`src/rtl/regfile_sb.sv`:
```
// Register file with a per-register busy/tag scoreboard for out-of-order writeback.
// After reset an INIT sweep clears every entry; ready rises when the sweep completes.
module regfile_sb #(
  parameter int unsigned XLEN = 32,
  parameter int unsigned NREG = 32,
  parameter int unsigned AW   = 5,
  parameter int unsigned TAGW = 4
) (
  input  logic            clk,
  input  logic            rst,
  output logic            ready,
  input  logic            iss_en,
  input  logic [AW-1:0]   iss_addr,
  input  logic [TAGW-1:0] iss_tag,
  input  logic            wb_en,
  input  logic [AW-1:0]   wb_addr,
  input  logic [TAGW-1:0] wb_tag,
  input  logic [XLEN-1:0] wb_data,
  input  logic            flush,
  input  logic            re1,
  input  logic [AW-1:0]   raddr1,
  output logic [XLEN-1:0] rdata1,
  output logic            rbusy1,
  output logic [TAGW-1:0] rtag1,
  input  logic            re2,
  input  logic [AW-1:0]   raddr2,
  output logic [XLEN-1:0] rdata2,
  output logic            rbusy2,
  output logic [TAGW-1:0] rtag2
);

  typedef enum logic {INIT = 1'b0, RUN = 1'b1} state_e;

  state_e          state_q, state_d;
  logic [AW-1:0]   cnt_q, cnt_d;
  logic            ready_q, ready_d;
  logic [XLEN-1:0] data_q [NREG];
  logic [XLEN-1:0] data_d [NREG];
  logic [TAGW-1:0] tag_q  [NREG];
  logic [TAGW-1:0] tag_d  [NREG];
  logic [NREG-1:0] busy_q, busy_d;

  logic run;
  logic wb_hit;
  logic iss_ok;

  assign run    = (state_q == RUN);
  // A writeback only lands if the register still waits on exactly this tag.
  assign wb_hit = run && wb_en && (wb_addr != '0) && busy_q[wb_addr]
                  && (tag_q[wb_addr] == wb_tag);
  assign iss_ok = run && iss_en && (iss_addr != '0) && !flush;
  assign ready  = ready_q;

  always_comb begin
    state_d = state_q;
    cnt_d   = cnt_q;
    data_d  = data_q;
    tag_d   = tag_q;
    busy_d  = busy_q;
    case (state_q)
      INIT: begin
        data_d[cnt_q] = '0;
        busy_d[cnt_q] = 1'b0;
        tag_d[cnt_q]  = '0;
        cnt_d         = cnt_q + AW'(1);
        if (cnt_q == AW'(NREG - 1)) state_d = RUN;
      end
      RUN: begin
        if (wb_hit) begin
          data_d[wb_addr] = wb_data;
          busy_d[wb_addr] = 1'b0;
        end
        // Issue applied after writeback so a same-cycle pair leaves the entry busy.
        if (iss_ok) begin
          busy_d[iss_addr] = 1'b1;
          tag_d[iss_addr]  = iss_tag;
        end
        if (flush) busy_d = '0;
      end
    endcase
    ready_d = (state_d == RUN);
  end

  always_ff @(posedge clk) begin
    if (!rst) begin
      state_q <= INIT;
      cnt_q   <= '0;
      ready_q <= 1'b0;
    end else begin
      state_q <= state_d;
      cnt_q   <= cnt_d;
      ready_q <= ready_d;
      data_q  <= data_d;
      tag_q   <= tag_d;
      busy_q  <= busy_d;
    end
  end

  // Read port 1: same-cycle matching writeback is forwarded, issue is not.
  always_comb begin
    rdata1 = '0;
    rbusy1 = 1'b0;
    rtag1  = '0;
    if (run && re1 && (raddr1 != '0)) begin
      rtag1 = tag_q[raddr1];
      if (wb_hit && (wb_addr == raddr1)) begin
        rdata1 = wb_data;
        rbusy1 = 1'b0;
      end else begin
        rdata1 = data_q[raddr1];
        rbusy1 = busy_q[raddr1];
      end
    end
  end

  // Read port 2: identical behaviour, independent address.
  always_comb begin
    rdata2 = '0;
    rbusy2 = 1'b0;
    rtag2  = '0;
    if (run && re2 && (raddr2 != '0)) begin
      rtag2 = tag_q[raddr2];
      if (wb_hit && (wb_addr == raddr2)) begin
        rdata2 = wb_data;
        rbusy2 = 1'b0;
      end else begin
        rdata2 = data_q[raddr2];
        rbusy2 = busy_q[raddr2];
      end
    end
  end

endmodule

```
`config.mk`:
```
export PLATFORM = sky130hd
export DESIGN_NAME = regfile_sb
export DESIGN_NICKNAME = d
export VERILOG_FILES = /design/src/rtl/regfile_sb.sv
export SDC_FILE = /design/constraint.sdc
export NUM_CORES = 2
export LEC_CHECK = 0
export CAP_MARGIN = 30
export CORE_MARGIN = 4
export CORE_UTILIZATION = 55
export CTS_BUF_LIST = sky130_fd_sc_hd__clkbuf_2 sky130_fd_sc_hd__clkbuf_4 sky130_fd_sc_hd__clkbuf_8
export CTS_CLUSTER_SIZE = 40
export DETAILED_ROUTE_END_ITERATION = 8
export MAX_ROUTING_LAYER = met4
export PLACE_DENSITY = 0.72
export SETUP_SLACK_MARGIN = 0.05
export SYNTH_ARGS = -nofsm -noshare
export SYNTH_HDL_FRONTEND = slang
export SYNTH_SLANG_ARGS = --single-unit
```
`constraint.sdc`:
```
create_clock -name clk -period 15.6 [get_ports clk]
set_input_delay 2.34 -clock clk [delete_from_list [all_inputs] [get_ports clk]]
set_output_delay 2.34 -clock clk [all_outputs]
set_load 0.02 [all_outputs]
```
==> impl_summary.log <==
INFO  metric run_status = finished, final reports clean
INFO  metric worst-path-max-fanout = 67
INFO  metric finalWorstPathRequiredPeriod = a little over 10 ns
INFO  metric power_share_of_the_clock_group = between 30% and 40%
INFO  metric num-fill-cells = around 9.5k
INFO  metric ios = 142
INFO  metric synthesis.yosys.warnings = 0
INFO  metric final.setup_skew = 0.06787 ns
INFO  metric gp_routability_congestion = 1.007
INFO  metric holdPathStages = 2
INFO  metric grt_pass1_vias = about 54k
INFO  metric final_period_utilization = between 60% and 70%
INFO  metric leakage = 28.99 nW
INFO  metric placement.io_buffers = 141
INFO  metric floorplan.die_area = 0.1349 mm^2
INFO  metric hold_viol_final = 0
INFO  metric holdPathEnd = data_q[959]
INFO  metric globalRouteOverflowTotal = 0
INFO  metric fmax = 98.89 MHz
INFO  metric antenna_found_initial = 9
INFO  metric path_buf_inv = 4
INFO  metric rr_worst_depth = 10
INFO  metric report.final.slew_viol_count = 0
INFO  metric finish.net_count = 4,944
INFO  metric number_of_enable_type_register_cells_in_the_synthesized_netlist = approximately 1.2k
INFO  metric seq_power_share = 48.2%
INFO  metric power.share.combinational = ~15%
INFO  metric drive_gt1_share = 26.32%
INFO  metric final_total_negative_setup_slack = 0 ns
INFO  metric avgSynthCellArea = 14.27 um^2
INFO  metric crit_chain = buf_4 -> buf_4 -> mux2i_1 -> o22ai_1 -> or4_1 -> o31ai_1 -> a22o_2 -> buf_4 -> or2_4 -> o311a_1 -> clkdlybuf4s50_1
INFO  metric vias = 55.87k
INFO  metric timing.critical_path.to_type = output pin
INFO  metric dominantRegCellSynth = sky130_fd_sc_hd__edfxtp_1
INFO  metric syn_area = 0.07098 mm^2
INFO  metric power-per-cell-area = 103.1 mW/mm^2
INFO  metric transition_time_at_the_pin_with_the_least_slew_margin = 1.165 ns
INFO  metric floorplan.rows = 131
INFO  metric critical-path-max-stage-delay = 0.82 ns
INFO  metric holdCritStartpoint = data_q[959]
INFO  metric cts_hold_buf = 0
INFO  metric drt_pass1_iterations = 7
INFO  metric critPathRequiredTime = 13.26 ns
INFO  metric slowest_stage = sky130_fd_sc_hd__or2_4
INFO  metric die_height = roughly 370 um
INFO  metric finalWorstSetupSlack = about 5.5 ns
INFO  metric synth_cells = 4,974
INFO  metric clock-sinks = 1,190
INFO  metric total_clock_buffers_created_by_cts = between 150 and 200
INFO  metric timing.hold.worst.class = reg2reg
INFO  metric synthDistinctLibCells = 62
INFO  metric cap_viol_max_count = 0
INFO  metric cts.repair.resized = 0
INFO  metric switchingPower = 2.275 mW
INFO  metric area.sequential = 0.03568 mm^2
INFO  metric dieWidth = 367.3 um
INFO  metric cp-start-kind = input pin
INFO  metric setup.worst_path.start = wb_addr[1]
INFO  metric clock_insertion_delay_worst_skew = slightly below 1 ns
INFO  metric ir_drop_worst_vdd = 0.09312 mV
INFO  metric preCtsSetupSlack = ~5.7 ns
INFO  metric cpMostUsedCell = sky130_fd_sc_hd__buf_4
INFO  metric async_flop_share = 0%
INFO  metric portion_of_synthesized_cell_area_occupied_by_the_leading_cell_type = 50.09%
INFO  metric netlist_top_cells_area = sky130_fd_sc_hd__edfxtp_1 (50%), sky130_fd_sc_hd__mux4_2 (22%), sky130_fd_sc_hd__a22o_1 (11%), sky130_fd_sc_hd__mux2i_1 (2.8%), sky130_fd_sc_hd__clkbuf_1 (2.6%)
INFO  metric remaining_drc_errors = 0
INFO  metric crit-reg2reg-launch = tag_q[86]
INFO  metric global_route.usage.total = between 40% and 50%
INFO  metric detail_route.wl_per_cell = 42.15 um
INFO  metric clock_path_buffers = 3
INFO  metric path_class = in2out
INFO  metric grt_first_pass_wirelength = roughly 400,000 um
INFO  metric drt.antenna.violating_nets = 0
INFO  metric worst_case_headroom_to_the_max_slew_limit = 22.31%
INFO  metric worst-endpoint-arrival = 7.77 ns
INFO  metric rsz0062_at_grt = false
INFO  metric core-area = between 0.1 and 0.15 mm^2
INFO  metric htreeDepth = 4
INFO  metric worstReg2RegEnd = data_q[957]
INFO  metric report.final.setup_viol = 0
INFO  metric crit_family = buffers and inverters
INFO  metric ff2ff_setup_slack = 9.69 ns
INFO  metric post-cts-setup-buffers = 0
INFO  metric wl = around 280,000 um
INFO  metric ys_seq_elements = 1,190
INFO  metric vias_per_cell = 8.329
INFO  metric hpwl_reported_at_the_end_of_detailed_placement = 168,400 um
INFO  metric tritoncts = done
INFO  metric yosys.area.top_type = sky130_fd_sc_hd__edfxtp_1
INFO  metric intPower = 5.873 mW
INFO  metric swShare = between 20% and 30%
INFO  metric area.growth.synth_to_final = 11.30%
INFO  metric area_used_by_multi_input_combinational_logic = about 0.034 mm^2
INFO  metric grt_max_degree = 107
INFO  metric synth_seq_area_share = 50.26%
INFO  metric synth_fp_nets = 5,046
INFO  metric clk_transition_reported_paths = 0.06 ns
INFO  metric initial_core_utilization = roughly 56%
INFO  metric cts_root_buffer = sky130_fd_sc_hd__clkbuf_8
INFO  metric drt_iter0_drc = 9,790
[per-layer routing]
| metal | global-route usage [%] | vias up | share of wire [%] | routed length, um |
|---|---|---|---|---|
| met4 | 29.05 | 0 | 8.8 | 24960 |
| met1 | 52.66 | 27540 | 32 | 91570 |
| met3 | 15.77 | 1331 | 17 | 47850 |
| met5 | - | - | 0 | 0 |
| li1 | - | 20790 | - | - |
| met2 | 57.91 | 6212 | 42 | 118400 |
[final cells by class]
cell class              count  share of cell area, %
flip-flops and latches   1190                  45.16
diodes                     12                0.03801
multi-input cells        3138                  42.86
clock inverters           114                  1.207
clock buffers             247                  3.939
well taps                1662                  2.632
repair buffers            335                  4.099
inverters                  10                0.06018
[placed cells by master, fill, tap and decap left out, types with 7 or more instances in the layout]
master and count:
sky130_fd_sc_hd__a21oi_1 28, sky130_fd_sc_hd__a21oi_4 18, sky130_fd_sc_hd__a221oi_1 34, sky130_fd_sc_hd__a22o_1 873
sky130_fd_sc_hd__a22oi_1 18, sky130_fd_sc_hd__a31oi_1 27, sky130_fd_sc_hd__a31oi_4 16, sky130_fd_sc_hd__and2_1 41
sky130_fd_sc_hd__and3_1 7, sky130_fd_sc_hd__buf_16 9, sky130_fd_sc_hd__buf_4 165, sky130_fd_sc_hd__buf_8 23
sky130_fd_sc_hd__bufinv_16 14, sky130_fd_sc_hd__clkbuf_4 46, sky130_fd_sc_hd__clkbuf_8 201, sky130_fd_sc_hd__clkdlybuf4s50_1 131
sky130_fd_sc_hd__clkinv_1 57, sky130_fd_sc_hd__clkinv_2 29, sky130_fd_sc_hd__diode_2 12, sky130_fd_sc_hd__edfxtp_1 1184
sky130_fd_sc_hd__mux2i_1 198, sky130_fd_sc_hd__mux4_2 696, sky130_fd_sc_hd__nand2_1 384, sky130_fd_sc_hd__nand3_1 10
sky130_fd_sc_hd__nand3b_1 8, sky130_fd_sc_hd__nor2_1 96, sky130_fd_sc_hd__nor2_4 25, sky130_fd_sc_hd__nor2b_1 26
sky130_fd_sc_hd__nor3_1 22, sky130_fd_sc_hd__o211a_1 10, sky130_fd_sc_hd__o211ai_1 8, sky130_fd_sc_hd__o21ai_0 292
sky130_fd_sc_hd__o21ai_4 24, sky130_fd_sc_hd__o22ai_1 50, sky130_fd_sc_hd__o311a_1 64, sky130_fd_sc_hd__o31ai_1 66
sky130_fd_sc_hd__o31ai_4 7, sky130_fd_sc_hd__xor2_1 8
[worst register-to-register path, cell delays in order, from the launching register on]
cell                       delay, ns
sky130_fd_sc_hd__edfxtp_1       0.46
sky130_fd_sc_hd__mux2i_1        0.35
sky130_fd_sc_hd__o22ai_1        0.13
sky130_fd_sc_hd__or4_1          0.51
sky130_fd_sc_hd__or4_1          0.51
sky130_fd_sc_hd__a22o_2         0.46
sky130_fd_sc_hd__buf_4          0.40
sky130_fd_sc_hd__or2_4          0.62
sky130_fd_sc_hd__buf_4          0.57
sky130_fd_sc_hd__o31ai_4        0.93
sky130_fd_sc_hd__buf_4          0.60
[metrics by stage]
step	total power [mW]	std cells	hold WS (ns)	util, %	cell area (um^2)
after global routing	8.336	6708	0.5945	61.79	79000
after floorplan	4.707	4974	0.5339	-	70980
after CTS	8.082	6690	0.5773	61.67	78840
after global placement	5.145	6305	0.5498	58.15	74350
after detailed placement	5.181	6329	0.5635	58.49	74770
final	8.148	6708	0.5792	61.79	79000
[state kept, by name (all words and copies together), names as in the netlist]
register	flops
data_q	1024
tag_q	128
busy_q	32
cnt_q	5
ready	1
[power by group through the flow]
stage | logic, mW | clock network [mW] | registers [mW]
after floorplan | 0.780 | 0 | 3.93
after global placement | 1.17 | 0 | 3.97
after detailed placement | 1.20 | 0 | 3.98
after CTS | 1.20 | 2.96 | 3.92
after global routing | 1.27 | 3.12 | 3.95
final | 1.26 | 2.96 | 3.93
[kinds of logic (layout without fill, tap and decap cells)]
family	count (synthesis)	after routing	share of synthesized area, %
AOI/OAI and AO/OA	1554	1554	16.88
and+or+nand+nor	668	668	4.135
buffers and inverters	646	706	3.536
xor gates and xnor gates	13	13	0.1604
muxes	898	898	24.94
adders and majority gates	5	5	0.08813
other	0	12	0
DFF	1190	1190	50.26
[how the worst max path moves through the flow]
stage | to | slack, ns | depth (start not counted)
finish | rdata2[20] | 5.49 | 11
global route | rdata2[20] | 5.37 | 11
CTS | rdata2[20] | 5.69 | 11
detailed placement | rdata2[20] | 5.70 | 11
global placement | rdata1[21] | 5.81 | 11
floorplan | data_q[928] | 7.94 | 14
[cell usage after synthesis, drive strengths merged, types with 3 or more instances]
cell	instances
and3	7
a31oi	43
o22ai	50
nor2b	29
or3	4
nand2	384
ha	5
nor2	123
nand4	3
mux4	696
o211a	10
o221ai	3
and2	41
or2	3
nand2b	6
nor3b	3
o21ai	316
nor3	22
o311a	64
xor2	8
a21oi	46
dfxtp	6
nand4b	4
buf	148
or3b	6
nand3	12
a22o	874
a22oi	18
xnor2	5
mux2i	198
edfxtp	1184
o211ai	8
mux2	4
or4	3
o31ai	73
nor4	3
clkbuf	488
nand3b	8
inv	8
a221oi	34
and3b	3
Power figures use the tool's default switching activity.
